==> config.mk <==
export PLATFORM = sky130hd
export DESIGN_NAME = uart_tx_fifo_drain_flat
export DESIGN_NICKNAME = d
export VERILOG_FILES = /design/src/rtl/uart_pkg.sv /design/src/rtl/uart_tx_fifo_drain_if.sv /design/src/rtl/uart_baud_tick.sv /design/src/rtl/uart_tx_fifo_drain.sv /design/src/flat_wrapper.sv
export SDC_FILE = /design/constraint.sdc
export NUM_CORES = 1
export LEC_CHECK = 0
export CORE_UTILIZATION = 51
export CTS_CLUSTER_DIAMETER = 40
export DETAILED_ROUTE_END_ITERATION = 6
export GPL_ROUTABILITY_DRIVEN = 0
export PLACE_DENSITY_LB_ADDON = 0.05
export SETUP_SLACK_MARGIN = 0.02
export SLEW_MARGIN = 20
export SYNTH_ARGS = -nofsm -noshare
export SYNTH_HDL_FRONTEND = slang
export SYNTH_SLANG_ARGS = --single-unit
==> constraint.sdc <==
create_clock -name clk -period 1.8 [get_ports clk]
set_input_delay 0.36 -clock clk [delete_from_list [all_inputs] [get_ports clk]]
set_output_delay 0.36 -clock clk [all_outputs]
set_load 0.01 [all_outputs]
==> src/rtl/uart_pkg.sv <==
// Shared types and helpers for the UART blocks.
// Used by the FIFO-drain transmitter and its baud tick.
package uart_pkg;

  typedef enum logic [2:0] {
    IDLE,
    POP,
    LOAD,
    START,
    DATA,
    STOP
  } uart_state_e;

  localparam logic IDLE_LEVEL  = 1'b1;
  localparam logic START_LEVEL = 1'b0;

  // Bit-index width able to hold DATA_W-1 and the stop-bit index.
  function automatic int bit_idx_w(input int data_w);
    if (data_w <= 2) return 1;
    return $clog2(data_w);
  endfunction

endpackage

==> src/rtl/uart_tx_fifo_drain_if.sv <==
// FIFO read port as seen between the FIFO and the UART drain.
// The UART side (master) issues pops; the FIFO side returns data/flag.
interface uart_tx_fifo_drain_if #(
  parameter int DATA_W = 8
);

  logic [DATA_W-1:0] fifo_data;
  logic              fifo_is_empty;
  logic              fifo_read_en;

  modport master (
    input  fifo_data,
    input  fifo_is_empty,
    output fifo_read_en
  );

  modport slave (
    output fifo_data,
    output fifo_is_empty,
    input  fifo_read_en
  );

endinterface

==> src/rtl/uart_baud_tick.sv <==
// Bit-period timer: pulses tick on the last clk of each bit.
// restart realigns the period so the next bit starts cleanly.
module uart_baud_tick #(
  parameter int CLKS_PER_BIT = 868,
  parameter int CNT_W        = 16
) (
  input  logic clk,
  input  logic reset,
  input  logic restart,
  output logic tick
);

  logic [CNT_W-1:0] r_cnt;
  logic             w_last;

  assign w_last = (r_cnt == CNT_W'(CLKS_PER_BIT - 1));
  assign tick   = w_last;

  // Free-running period counter, cleared on restart or period end.
  always_ff @(posedge clk or posedge reset) begin
    if (reset) begin
      r_cnt <= '0;
    end else if (restart || w_last) begin
      r_cnt <= '0;
    end else begin
      r_cnt <= r_cnt + CNT_W'(1);
    end
  end

endmodule

==> src/rtl/uart_tx_fifo_drain.sv <==
// UART transmitter draining a synchronous FIFO, one pop per frame.
// Frame: start bit, DATA_W bits LSB first, STOP_BITS stop bits.
module uart_tx_fifo_drain
  import uart_pkg::*;
#(
  parameter int DATA_W       = 8,
  parameter int CLKS_PER_BIT = 868,
  parameter int CNT_W        = 16,
  parameter int STOP_BITS    = 1
) (
  input  logic                 clk,
  input  logic                 reset,
  input  logic                 enable,
  uart_tx_fifo_drain_if.master fifo,
  output logic                 tx,
  output logic                 busy
);

  localparam int BIT_W = bit_idx_w(DATA_W);

  localparam logic [BIT_W-1:0] LAST_BIT  = BIT_W'(DATA_W - 1);
  localparam logic [BIT_W-1:0] LAST_STOP = BIT_W'(STOP_BITS - 1);

  if (CLKS_PER_BIT < 2) begin : g_chk_cpb
    $error("uart_tx_fifo_drain: CLKS_PER_BIT must be >= 2");
  end

  if (STOP_BITS != 1 && STOP_BITS != 2) begin : g_chk_stop
    $error("uart_tx_fifo_drain: STOP_BITS must be 1 or 2");
  end

  if ($clog2(CLKS_PER_BIT + 1) > CNT_W) begin : g_chk_cnt
    $error("uart_tx_fifo_drain: CNT_W too narrow for CLKS_PER_BIT");
  end

  uart_state_e       r_state;
  logic              r_tx;
  logic              r_busy;
  logic              r_read_en;
  logic [DATA_W-1:0] r_shift;
  logic [BIT_W-1:0]  r_bit_idx;

  logic              w_tick;
  logic              w_restart;
  logic [DATA_W-1:0] w_shift_nxt;

  assign w_restart   = (r_state == LOAD);
  assign w_shift_nxt = r_shift >> 1;

  assign tx                = r_tx;
  assign busy              = r_busy;
  assign fifo.fifo_read_en = r_read_en;

  uart_baud_tick #(
    .CLKS_PER_BIT (CLKS_PER_BIT),
    .CNT_W        (CNT_W)
  ) u_tick (
    .clk     (clk),
    .reset   (reset),
    .restart (w_restart),
    .tick    (w_tick)
  );

  // Frame sequencer; every output is registered alongside the state.
  always_ff @(posedge clk or posedge reset) begin
    if (reset) begin
      r_state   <= IDLE;
      r_tx      <= IDLE_LEVEL;
      r_busy    <= 1'b0;
      r_read_en <= 1'b0;
      r_shift   <= '0;
      r_bit_idx <= '0;
    end else begin
      unique case (r_state)
        IDLE: begin
          r_tx <= IDLE_LEVEL;
          if (enable && !fifo.fifo_is_empty) begin
            r_state   <= POP;
            r_busy    <= 1'b1;
            r_read_en <= 1'b1;
          end
        end
        POP: begin
          r_state   <= LOAD;
          r_read_en <= 1'b0;
        end
        LOAD: begin
          r_shift <= fifo.fifo_data;
          r_tx    <= START_LEVEL;
          r_state <= START;
        end
        START: begin
          if (w_tick) begin
            r_tx      <= r_shift[0];
            r_bit_idx <= '0;
            r_state   <= DATA;
          end
        end
        DATA: begin
          if (w_tick) begin
            if (r_bit_idx == LAST_BIT) begin
              r_tx      <= IDLE_LEVEL;
              r_bit_idx <= '0;
              r_state   <= STOP;
            end else begin
              r_tx      <= w_shift_nxt[0];
              r_shift   <= w_shift_nxt;
              r_bit_idx <= r_bit_idx + BIT_W'(1);
            end
          end
        end
        STOP: begin
          if (w_tick) begin
            if (r_bit_idx == LAST_STOP) begin
              r_bit_idx <= '0;
              r_busy    <= 1'b0;
              r_state   <= IDLE;
            end else begin
              r_bit_idx <= r_bit_idx + BIT_W'(1);
            end
          end
        end
        default: begin
          r_state   <= IDLE;
          r_tx      <= IDLE_LEVEL;
          r_busy    <= 1'b0;
          r_read_en <= 1'b0;
        end
      endcase
    end
  end

endmodule

==> src/flat_wrapper.sv <==
// flat-port wrapper written by rule: the top's interface ports become plain ports
module uart_tx_fifo_drain_flat import uart_pkg::*;
#(
  parameter int DATA_W       = 8,
  parameter int CLKS_PER_BIT = 868,
  parameter int CNT_W        = 16,
  parameter int STOP_BITS    = 1
)
  (clk, reset, enable, tx, busy, fifo_fifo_data, fifo_fifo_is_empty, fifo_fifo_read_en);
  uart_tx_fifo_drain_if #(.DATA_W(DATA_W)) fifo_i ();
  input  logic clk;
  input  logic reset;
  input  logic enable;
  output logic tx;
  output logic busy;
  input wire logic [$bits(fifo_i.fifo_data)-1:0] fifo_fifo_data;
  input wire logic [$bits(fifo_i.fifo_is_empty)-1:0] fifo_fifo_is_empty;
  output wire logic [$bits(fifo_i.fifo_read_en)-1:0] fifo_fifo_read_en;
  assign fifo_i.fifo_data = fifo_fifo_data;
  assign fifo_i.fifo_is_empty = fifo_fifo_is_empty;
  assign fifo_fifo_read_en = fifo_i.fifo_read_en;
  uart_tx_fifo_drain #(.DATA_W(DATA_W), .CLKS_PER_BIT(CLKS_PER_BIT), .CNT_W(CNT_W), .STOP_BITS(STOP_BITS)) u_core (.clk(clk), .reset(reset), .enable(enable), .fifo(fifo_i), .tx(tx), .busy(busy));
endmodule
==> results.toml, run 1 <==
[status]
status = "finished, final reports clean"

[power_and_ir_drop]
p_switching_w = 0.000635
p_per_area_mw_per_mm2 = 952
seq_power_share = 0.441
combPwrFrac = 0.203
pwr-share-clk = 0.356
p_total_w = 0.00230
p_sw_frac = 0.276
peakVddDrop_mv = 0.623
power.internal_w = 0.00167
leakagePower_nw = 1.01

[logic_synthesis]
synth_cell_types = 42
ys_ff_latch = 33
async_flop_share = 1.00
synth_seq_area_share = 0.428
synth-compound-area-share = 0.159
synthesis.nets = 231
synth-xor-area-share = 0.0499
syn_area_mm2 = 0.00193
yosysWarnings = 0
synthAdderAreaFrac = 0.0389
synth-simple-area-share = 0.269
synth_edf_count = 0
syn_inst = 213
synth_flop_cell = "dfrtp_1"
avgSynthCellArea_um2 = 9.06
synthMuxAreaShare = 0.0104
synth_top_family_by_area = "simple AND/OR/NAND/NOR gates"

[route]
viasPerCell = 5.93
wl_met2_um = 2220
vias = 1732
drt_pass1_iterations = 4
drc_errors = 0
dr_wl_met3_um = 127
routed.top_layer = "met4"
wl_met1_um = 1980
ant_nets = 0
wirelength_um = 4380
drt-initial-drc-count = 137
routedWlPerCell_um = 15.0

[final_layout]
fin_area_mm2 = 0.00242
layout.nets = 263
fin_util = 0.697
n_fill_cell = 270
drive_above_1_share = 0.171
most-common-layout-cells = "31 x dfrtp_1, 21 x buf_4, 16 x nor2_1"
final_common_cell = "dfrtp_1"
layoutNonFillerInstCount = 292
diodes = 0
areaGrowthSynthToFinish_pct = 25.2

[grt]
grt_max_degree = 16
grt_pass1_wl_um = 7550
grt_pass1_vias = 1711
grt.overflow.total = 0
grt_usage = 0.237
grt_antenna_before_repair = 0

[cts]
cts_tree = "built"
clk_latency_ns = 0.28
root_buffer = "clkbuf_8"
holdBufCountCts = 0
cts_buffers = 5
cts_buffer_depth = 2
clk_pin_slew_worst_paths_ns = 0.07
cts_sinks = 33
cts.htree.levels = 2

[worst_setup_path]
crit_arrival_ns = 1.37
crit_type = "flop to output pin"
timing.critical_path.fanout_max = 4
cp_cell_sequence = "clkdlybuf4s50_1"
r2r_slack_ns = 0.09
reg2reg_to = "u_core.r_shift[0]"
start_kind = "flop"
reg2regPathDepth = 5
worst_setup_path_end_kind = "output pin"
cp_slowest_stage_delay_ns = 0.56
crit_path_top_delay_cell = "dfstp_2"
cpLargestDelayFamily = "flip-flops"
cp_num_buf_inv = 1
critPathRequiredTime_ns = 1.44
r2r-start = "u_core.u_tick.r_cnt[1]"

[sta]
fin_crit_ns = 1.73
timing.fmax_ghz = 0.577
fin_skew_ns = 0.00704
tightest_slew_ns = 0.611
finalSetupViolCount = 0
rsz0062_at_grt = "true"
final-hold-violation-count = 0
slew_headroom = 0.591
setup_ws_ns = 0.0655
slew_violations = 0
period_share = 0.964

[flow_run]
max_cap_viol_count = 0

[placement]
placed_cell_area_mm2 = 0.00226
placed_cells = 284
post-place-ws_ns = -0.00283
port_buffers = 14
dp.final_hpwl_um = 3180

[floorplanning]
initial_core_util = 0.557
num_rows = 21
dieHeight_um = 63.5
core_mm2 = 0.00347
die-area_mm2 = 0.00404
io-pin-count = 15
fp.dieW_um = 63.5

[min_path]
hold_path.class = "primary input to async pin"
-- routing by layer --
layer | track usage | vias up
li1 | - | 840
met5 | 0 | -
met3 | 0.0507 | 7
met1 | 0.286 | 852
met4 | 0.0739 | 0
met2 | 0.416 | 33
-- state kept, by name, indices dropped and copies added, names as in the netlist --
name and cells:
u_core.tx 1, u_core.r_shift 8, u_core.busy 1, u_core.r_bit_idx 3
u_core.u_tick.r_cnt 16, u_core.r_state 3, u_core.fifo.fifo_read_en 1
-- power groups by stage --
stage / Clock (W) / Sequential [W] / Combinational [W]
2_1_floorplan: 0 / 0.000987 / 0.000283
3_3_place_gp: 0 / 0.00100 / 0.000433
3_5_place_dp: 0 / 0.00102 / 0.000456
4_1_cts: 0.000829 / 0.00101 / 0.000472
5_1_grt: 0.000866 / 0.00103 / 0.000521
6_report: 0.000820 / 0.00101 / 0.000467
-- metrics by stage --
step / TNS [ns] / hold WS (ns)
floorplan: 0 / 0.455
global placement: 0 / 0.496
detailed placement: -0.00283 / 0.523
CTS: 0 / 0.350
global route: 0 / 0.369
finish: 0 / 0.338
-- Yosys cell counts (all sizes together) (6+ instances only) --
master	n	area, um^2
buf	6	30.0
nand2	12	45.0
ha	6	75.1
inv	10	37.5
a21oi	15	75.1
o31ai	6	45.0
dfrtp	32	801
o21ai	15	75.1
nand3	9	50.1
a211oi	7	52.6
or3	8	50.1
xor2	7	61.3
nor2	17	66.3
-- area by class of cell --
type	count	area, um^2	share of cell area
Tap cell	46	57.6	0.0238
Sequential cell	33	828	0.343
Timing Repair Buffer	36	318	0.131
Inverter	10	37.5	0.0155
Clock inverter	3	65.1	0.0269
Multi-Input combinational cell	159	1040	0.431
Clock buffer	5	68.8	0.0285
-- how the worst max path moves through the flow --
stage / from / endpoint / slack [ns] / cells past startpoint
after global placement: u_core.u_tick.r_cnt[1] / u_core.r_shift[0] / 0.12 / 5
after floorplan: u_core.r_bit_idx[0] / u_core.r_shift[0] / 0.07 / 6
after detailed placement: u_core.u_tick.r_cnt[1] / u_core.r_shift[0] / -0.003 / 5
after CTS: u_core.u_tick.r_cnt[1] / u_core.r_shift[7] / 0.04 / 6
after global routing: u_core.u_tick.r_cnt[1] / u_core.r_shift[7] / 0.01 / 6
final: u_core.tx / tx / 0.07 / 1
-- timing repair --
item                       4_1_cts  5_1_grt
setup buffers                    0        0
setup endpoints to repair        5        5
gates resized for setup          2        4
-- logic make-up after synthesis --
group	count (synthesis)
AOI/OAI and AO/OA	51
DFF	33
xor gates and xnor gates	11
and+or+nand+nor	89
adders and majority gates	6
muxes	2
buffers and inverters	21
(Power assumes the default switching activity.)
==> inputs of run 2 (changes only) <==
- PLACE_DENSITY: default -> 0.83
- PLACE_DENSITY_LB_ADDON: 0.05 -> default
==> run 2 against run 1 <==
First-iteration DRC count decreased by 12%. Highest routed layer unchanged. Fmax grew 3.3%. Sequential share of layout area up 0.36 points. Clock power is 29% lower. Wire length shrank 2.1%. Core utilization down 0.83 points. Critical endpoint is now u_core.u_tick.r_cnt[15].
==> results.toml, run 2 (same netlist as run 1, synthesis figures left out) <==
[min_path]
hold_path.class = "primary input to async pin"

[sta]
fin_crit_ns = 1.68
timing.fmax_ghz = 0.595
final-hold-violation-count = 0
finalSetupViolCount = 0
slew_violations = 0
period_share = 0.933
slew_headroom = 0.724
finalHoldWorstSlack_ns = 0.465
rsz0062_at_grt = "false"
setup_tns_ns = 0
tightest_slew_ns = 0.414
fin_skew_ns = 0.00511

[cts]
cts_tree = "built"
clk_latency_ns = 0.29
cts.htree.levels = 2
root_buffer = "clkbuf_8"
cts_buffers = 5
cts_sinks = 33
clk_pin_slew_worst_paths_ns = 0.07
cts_buffer_depth = 2

[grt]
grt_antenna_before_repair = 0
grt_max_degree = 34
grt_pass1_wl_um = 7600
grt.overflow.total = 0
grt_usage = 0.244
grt_pass1_vias = 1621

[final_layout]
largest_register_ffs = 16
areaGrowthSynthToFinish_pct = 23.7
top_register = "u_core.u_tick.r_cnt"
reg_top3 = "u_core.u_tick.r_cnt: 16 flops, u_core.r_shift: 8 flops"
layout.nets = 265
most-common-layout-cells = "32 x dfrtp_1, 23 x buf_4, 16 x nor2_1"
drive_above_1_share = 0.165
fin_area_mm2 = 0.00239
n_fill_cell = 283
diodes = 0
final_common_cell = "dfrtp_1"
fin_util = 0.689

[worst_setup_path]
r2r-start = "u_core.u_tick.r_cnt[2]"
start_kind = "flop"
reg2regPathDepth = 4
reg2reg_to = "u_core.u_tick.r_cnt[15]"
crit_type = "flop to flop"
timing.critical_path.fanout_max = 7
critPathRequiredTime_ns = 2.02
worst_setup_path_end_kind = "flop"
r2r_slack_ns = 0.12
crit_arrival_ns = 1.90

[placement]
port_buffers = 14
placed_cell_area_mm2 = 0.00226
dp.final_hpwl_um = 2920

[floorplanning]
initial_core_util = 0.557
core_mm2 = 0.00347
io-pin-count = 15
fp.dieW_um = 63.5
num_rows = 21
die-area_mm2 = 0.00404
dieHeight_um = 63.5

[route]
drt_pass1_iterations = 4
routedWlPerCell_um = 14.6
ant_nets = 0
wirelength_um = 4280
vias = 1740
drc_errors = 0
viasPerCell = 5.92
drt-initial-drc-count = 121

[status]
status = "finished, final reports clean"

[flow_run]
max_cap_viol_count = 0

[power_and_ir_drop]
peakVddDrop_mv = 0.402
leakagePower_nw = 1.01
p_total_w = 0.00205
p_per_area_mw_per_mm2 = 859
[run 2: changes by cell type in the layout (fill, tap and decap cells not counted), moves of 2 or more]
cell       change
and4_1         -2
and4_2         +2
clkbuf_1       +2
buf_4          +2
bufinv_16      -2
[run 2: stage by stage]
step / setup slack, ns / std cells
finish: 0.120 / 294
detailed placement: 0.0292 / 285
global route: 0.0221 / 294
global placement: 0.113 / 285
CTS: 0.0346 / 293
floorplan: 0.0723 / 213
[run 2: power by group]
part / internal (W) / switching [W] / leakage (nW)
sequential: 0.000872 / 0.000135 / 0.403
combinational: 0.000242 / 0.000218 / 0.564
clock: 0.000312 / 0.000273 / 0.0455
[run 2: cell type report]
| class | count | area, um^2 | area share |
|---|---|---|---|
| Sequential cell | 33 | 827 | 0.346 |
| Timing Repair Buffer | 38 | 335 | 0.140 |
| Clock buffer | 8 | 90.1 | 0.0377 |
| Tap cell | 46 | 57.6 | 0.0241 |
| Multi-Input combinational cell | 159 | 1040 | 0.436 |
| Inverter | 10 | 37.5 | 0.0157 |
[run 2: critical path: stages (launching register included)]
cell,delay (ns)
dfrtp_1,0.48
nand3_2,0.14
or2_1,0.35
or4_1,0.49
a21oi_1,0.15
[run 2: how the worst max path moves through the flow]
stage | start | to | slack [ns]
2_1_floorplan | u_core.r_bit_idx[0] | u_core.r_shift[0] | 0.07
3_3_place_gp | u_core.r_bit_idx[0] | u_core.r_shift[3] | 0.11
3_5_place_dp | u_core.r_bit_idx[0] | u_core.r_shift[3] | 0.03
4_1_cts | u_core.tx | tx | 0.03
5_1_grt | u_core.u_tick.r_cnt[2] | u_core.u_tick.r_cnt[15] | 0.02
6_report | u_core.u_tick.r_cnt[2] | u_core.u_tick.r_cnt[15] | 0.12
[run 2: layer usage]
metal	track usage	wire length (um)	up-vias
li1	-	-	848
met1	0.338	2090	842
met2	0.344	1900	39
met3	0.0543	177	11
met4	0.148	121	0
met5	0	0	-
[run 2: timing repair]
action	4_1_cts	5_1_grt
pin swaps	0	0
hold buffers	0	0
setup buffers	0	1
resized for setup	1	7
setup endpoints to repair	1	19
